===== src/rtl/fb_pixel_writer.sv =====
// Framebuffer pixel writer: buffers clipped sprite pixels, drains them to the shared RAM port, owns full-screen clear.
// Optional: define FB_TRANSPARENT_SKIP_EN to treat colour 8'h00 as transparent (never pushed).
module fb_pixel_writer #(
   parameter int H_RES      = 640,
   parameter int V_RES      = 480,
   parameter int FIFO_DEPTH = 16,
   parameter int ADDR_W     = 19
) (
   input  logic              clock,
   input  logic              reset,
   input  logic [9:0]        x_in,
   input  logic [9:0]        y_in,
   input  logic [7:0]        data_in,
   input  logic              write_enable_in,
   output logic              ready,
   input  logic              clear_start,
   input  logic [7:0]        clear_color,
   input  logic              mem_grant,
   output logic [ADDR_W-1:0] mem_addr,
   output logic [7:0]        mem_data,
   output logic              mem_we,
   output logic              busy,
   output logic              overflow
);

   localparam int PTR_W = $clog2(FIFO_DEPTH);
   localparam int CNT_W = PTR_W + 1;
   localparam int ENT_W = ADDR_W + 8;
   localparam logic [10:0]       LP_H    = 11'(H_RES);
   localparam logic [10:0]       LP_V    = 11'(V_RES);
   localparam logic [CNT_W-1:0]  LP_FULL = CNT_W'(FIFO_DEPTH);
   localparam logic [ADDR_W-1:0] LP_LAST = ADDR_W'(H_RES * V_RES - 1);

   typedef enum logic [1:0] {
      ST_IDLE  = 2'd0,
      ST_DRAIN = 2'd1,
      ST_CLEAR = 2'd2
   } state_t;

   state_t              r_state;
   logic [ENT_W-1:0]    r_fifo [FIFO_DEPTH];
   logic [PTR_W-1:0]    r_wr_ptr;
   logic [PTR_W-1:0]    r_rd_ptr;
   logic [CNT_W-1:0]    r_count;
   logic [ADDR_W-1:0]   r_clr_addr;
   logic [7:0]          r_clr_color;
   logic                r_mem_we;
   logic [ADDR_W-1:0]   r_mem_addr;
   logic [7:0]          r_mem_data;
   logic                r_busy;
   logic                r_overflow;

   logic                w_on_screen;
   logic                w_opaque;
   logic                w_valid;
   logic                w_full;
   logic                w_empty;
   logic                w_push;
   logic                w_pop;
   logic [ADDR_W-1:0]   w_addr;
   logic [CNT_W-1:0]    w_count_nxt;
   logic [ENT_W-1:0]    w_head;

   assign w_on_screen = ({1'b0, x_in} < LP_H) && ({1'b0, y_in} < LP_V);
`ifdef FB_TRANSPARENT_SKIP_EN
   assign w_opaque    = (data_in != 8'h00);
`else
   assign w_opaque    = 1'b1;
`endif
   assign w_valid     = write_enable_in & w_on_screen & w_opaque;
   assign w_full      = (r_count == LP_FULL);
   assign w_empty     = (r_count == {CNT_W{1'b0}});
   assign w_push      = w_valid & ~w_full;
   // Pops never happen while sweeping so queued pixels land after the clear.
   assign w_pop       = (r_state != ST_CLEAR) & mem_grant & ~w_empty;
   assign w_addr      = ADDR_W'(y_in) * ADDR_W'(H_RES) + ADDR_W'(x_in);
   assign w_count_nxt = r_count + CNT_W'(w_push) - CNT_W'(w_pop);
   assign w_head      = r_fifo[r_rd_ptr];

   assign ready    = ~w_full;
   assign mem_we   = r_mem_we;
   assign mem_addr = r_mem_addr;
   assign mem_data = r_mem_data;
   assign busy     = r_busy;
   assign overflow = r_overflow;

   always_ff @(posedge clock) begin
      if (w_push) begin
         r_fifo[r_wr_ptr] <= {w_addr, data_in};
      end
   end

   always_ff @(posedge clock) begin
      if (!reset) begin
         r_wr_ptr   <= {PTR_W{1'b0}};
         r_rd_ptr   <= {PTR_W{1'b0}};
         r_count    <= {CNT_W{1'b0}};
         r_overflow <= 1'b0;
      end else begin
         if (w_push) begin
            r_wr_ptr <= r_wr_ptr + PTR_W'(1);
         end
         if (w_pop) begin
            r_rd_ptr <= r_rd_ptr + PTR_W'(1);
         end
         r_count <= w_count_nxt;
         if (w_valid && w_full) begin
            r_overflow <= 1'b1;
         end
      end
   end

   always_ff @(posedge clock) begin
      if (!reset) begin
         r_state     <= ST_IDLE;
         r_mem_we    <= 1'b0;
         r_mem_addr  <= {ADDR_W{1'b0}};
         r_mem_data  <= 8'h00;
         r_busy      <= 1'b0;
         r_clr_addr  <= {ADDR_W{1'b0}};
         r_clr_color <= 8'h00;
      end else begin
         r_mem_we <= 1'b0;
         if (w_pop) begin
            r_mem_we   <= 1'b1;
            r_mem_addr <= w_head[ENT_W-1:8];
            r_mem_data <= w_head[7:0];
         end
         case (r_state)
            ST_IDLE: begin
               if (clear_start) begin
                  r_clr_color <= clear_color;
                  r_state     <= ST_DRAIN;
                  r_busy      <= 1'b1;
               end else begin
                  r_busy <= (w_count_nxt != {CNT_W{1'b0}});
               end
            end
            ST_DRAIN: begin
               r_busy <= 1'b1;
               if (w_empty) begin
                  r_state    <= ST_CLEAR;
                  r_clr_addr <= {ADDR_W{1'b0}};
               end
            end
            ST_CLEAR: begin
               if (mem_grant) begin
                  r_mem_we   <= 1'b1;
                  r_mem_addr <= r_clr_addr;
                  r_mem_data <= r_clr_color;
                  r_clr_addr <= r_clr_addr + ADDR_W'(1);
                  if (r_clr_addr == LP_LAST) begin
                     r_state <= ST_IDLE;
                     r_busy  <= (w_count_nxt != {CNT_W{1'b0}});
                  end else begin
                     r_busy <= 1'b1;
                  end
               end else begin
                  r_busy <= 1'b1;
               end
            end
            default: begin
               r_state <= ST_IDLE;
               r_busy  <= (w_count_nxt != {CNT_W{1'b0}});
            end
         endcase
      end
   end

endmodule


===== config.mk =====
export PLATFORM = sky130hd
export DESIGN_NAME = fb_pixel_writer
export DESIGN_NICKNAME = d
export VERILOG_FILES = /design/src/rtl/fb_pixel_writer.sv
export SDC_FILE = /design/constraint.sdc
export NUM_CORES = 1
export LEC_CHECK = 0
export BUFFER_PORTS_ARGS = -buffer_cell sky130_fd_sc_hd__buf_2
export CELL_PAD_IN_SITES_DETAIL_PLACEMENT = 1
export CELL_PAD_IN_SITES_GLOBAL_PLACEMENT = 1
export CORE_MARGIN = 2
export CORE_UTILIZATION = 58
export DETAILED_ROUTE_END_ITERATION = 10
export PLACE_DENSITY = 0.82
export SLEW_MARGIN = 20
export SYNTH_ARGS = -nofsm -noshare
export SYNTH_HDL_FRONTEND = slang
export SYNTH_SLANG_ARGS = --single-unit

===== constraint.sdc =====
create_clock -name clock -period 5.8 [get_ports clock]
set_input_delay 1.16 -clock clock [delete_from_list [all_inputs] [get_ports clock]]
set_output_delay 1.16 -clock clock [all_outputs]
set_load 0.01 [all_outputs]

==> flow_summary.yaml <==
outcome:
  status: "completed"
detailed_routing:
  first_iter_violations: 1093
  via_count: 10927
  wl_microns: 52040
  dr.pass1.iters: 5
  wl_per_cell_microns: 31.16
  viasPerCell: 6.543
  antenna_left: 0
  drcViolationCount: 0
placement:
  place_ws_ns: 1.399
  place_area_sq_mm: 0.02133
  dp_hpwl_microns: 29670
  port_buffers: 71
  gp_congestion: 0.7846
  dp_cells: 1580
yosys:
  synth_top_area_cell: "edfxtp_1"
  postSynthAreaPerCell_sq_um: 18.75
  syn-cell-area_sq_mm: 0.02026
  syn_inst: 1081
  synth_edf_count: 432
  yosys_register_bits: 508
  ys.warnings.count: 0
  synth.net_count: 1156
  yosys.cell_types.count: 53
  netlist.area_leader.share_pct: 64.02
  yosysSeqAreaShare_pct: 71.52
  synthTopCellsByArea: "edfxtp_1 64%, mux4_2 15%, dfxtp_1 7.5%"
  synth-main-ff-cell: "edfxtp_1"
  synthArstFlopShare_pct: 0
critical_path:
  cp_max_fo: 8
  cp-end-kind: "register"
  worstPathArrival_ns: 4.38
  start_kind: "input port"
  critPathKind: "input port to register"
  cp_data_required_time_ns: 6.25
timing:
  clock_skew_ns: 0.01811
  holdWs_ns: 0.4786
  finalHoldViolations: 0
  fin_crit_sh_pct: 67.84
  tns_ns: 0
  rsz0062_at_grt: "false"
  max_freq_ghz: 0.2541
  setup_ws_ns: 1.865
  fin_crit_ns: 3.935
  finalSetupViolCount: 0
  maxSlewViolCount: 0
  slew_headroom_pct: 21.63
  worst_slew_pin_slew_ns: 1.172
clock_network:
  cts_tree: "done"
  clock_sinks: 508
  ctsHoldBuffers: 0
  clk_pin_slew_ns: 0.06
  numCtsBuffers: 49
  cts.repair.resized: 0
  cts-root-buf: "clkbuf_16"
  cts_setup_buffers: 0
  cts_buffer_depth: 3
  clk_latency_ns: 0.58
  cts_htree_levels: 2
power:
  leakagePower_nw: 7.477
  max-vdd-ir-drop_v: 0.0002330
  power.density_mw_per_mm2: 402.6
  power.total_mw: 9.240
layout:
  drive_gt1_share_pct: 27.49
  antennaDiodeCount: 0
  fin_cells: 1670
  area_growth_pct: 13.26
  stdcell_area_sq_mm: 0.02295
  nets: 1251
  final_util_pct: 66.61
floorplanning:
  pin_count: 72
  dieArea_sq_mm: 0.03645
  start_util_pct: 58.81
  core_sq_mm: 0.03446
  floorplan.die.width_microns: 190.9
  die_h_microns: 190.9
  rows: 68
global_routing:
  grt_pass1_wl_microns: 77110
  antenna_found_initial: 0
  grt_max_degree: 58
  gr-total-overflow: 0
  track_usage_pct: 29.69
  first_global_vias: 11487
flow_run:
  maxCapViolCount: 0
worst_hold_path:
  hold_path_class: "register to register"
## worst max-delay path, stage by stage
cell,delay (ns)
buf_2,0.12
nand4_1,0.12
nand4b_1,0.31
nor2b_1,0.71
inv_1,0.15
ha_1,0.33
inv_1,0.06
ha_1,0.16
inv_1,0.06
fa_1,0.40
xnor2_1,0.17
nor3b_1,0.22
o211ai_1,0.14
o31a_1,0.26
## report_power, final
group / internal, mW / switching, mW / total (mW) / leakage, nW
Sequential: 4.18 / 0.187 / 4.37 / 4.51
Combinational: 0.846 / 0.923 / 1.77 / 2.20
Clock: 1.74 / 1.36 / 3.10 / 0.771
Total: 6.77 / 2.47 / 9.24 / 7.48
## cells by family after synthesis
kind of cell,Yosys count,synth area share [%]
flops,508,71.52
simple gates,173,4.340
mux,144,15.45
compound gates,111,3.180
buf+inv,72,1.611
xor+xnor,39,1.686
fa+ha+maj,34,2.210
## cells in the mapped netlist, types with 2 or more instances
library cell and count:
dfxtp_1 76, ha_1 31, fa_1 3, nand4_1 9
edfxtp_1 432, inv_1 19, nor2b_1 19, buf_8 2
o21a_1 3, a21boi_1 6, buf_6 2, buf_2 15
a21boi_0 2, buf_1 7, o21ai_1 6, o21ai_0 24
a21o_1 4, nand2b_1 4, nor2_1 42, a22oi_1 4
xnor2_1 22, xor2_1 17, o31ai_1 2, and3_1 3
a21oi_1 51, nor3_1 16, nand3b_1 2, mux2i_1 9
nand2_1 44, clkbuf_1 26, nor3b_1 2, nand3_1 7
mux4_2 135, nor4bb_1 2, and2_1 12, or3_1 4
## final timing paths
check / from / endpoint / slack (ns) / depth (start not counted)
setup / recovery: y_in[7] / busy$_SDFF_PN0_ / 1.87 / 14
setup reg to reg: r_count[3]$_SDFF_PN0_ / busy$_SDFF_PN0_ / 1.92 / 15
hold reg to reg: overflow$_SDFFE_PN0P_ / overflow$_SDFFE_PN0P_ / 0.48 / 1
hold / removal: overflow$_SDFFE_PN0P_ / overflow$_SDFFE_PN0P_ / 0.48 / 1
## metal layers
layer / share of wire (%) / routed length [microns] / vias to the layer above / track usage (%)
li1: - / - / 4502 / -
met1: 39 / 20290 / 5704 / 40.91
met2: 50 / 26040 / 605 / 48.95
met3: 7.8 / 4045 / 116 / 4.645
met4: 3.2 / 1662 / 0 / 10.35
met5: 0 / 0 / - / 0
## cells in the final DEF (no fill, tap or decap), types with 24 or more instances in the layout
cell / count
edfxtp_1: 432
clkbuf_16: 52
ha_1: 31
nand2_1: 44
mux4_2: 135
o21ai_0: 24
dfxtp_1: 73
a21oi_1: 51
buf_2: 71
nor2_1: 30
## flip-flops by register name, summed over array words and instances (netlist names), named ones only
name	count
r_wr_ptr	4
overflow	1
busy	1
r_rd_ptr	4
r_state	2
r_clr_addr	19
r_clr_color	8
mem_data	8
mem_addr	19
r_fifo	432
r_count	5
mem_we	1
## layout make-up
class,instances,area [sq um]
clock buffers,67,1408
clock inverters,23,142.6
fillers,2904,11510
inverters,20,75.07
multi-input cells,501,5627
flip-flops and latches,508,14500
well taps,455,569.3
repair buffers,96,628.1
No activity file was read; power rests on OpenSTA's default activity.
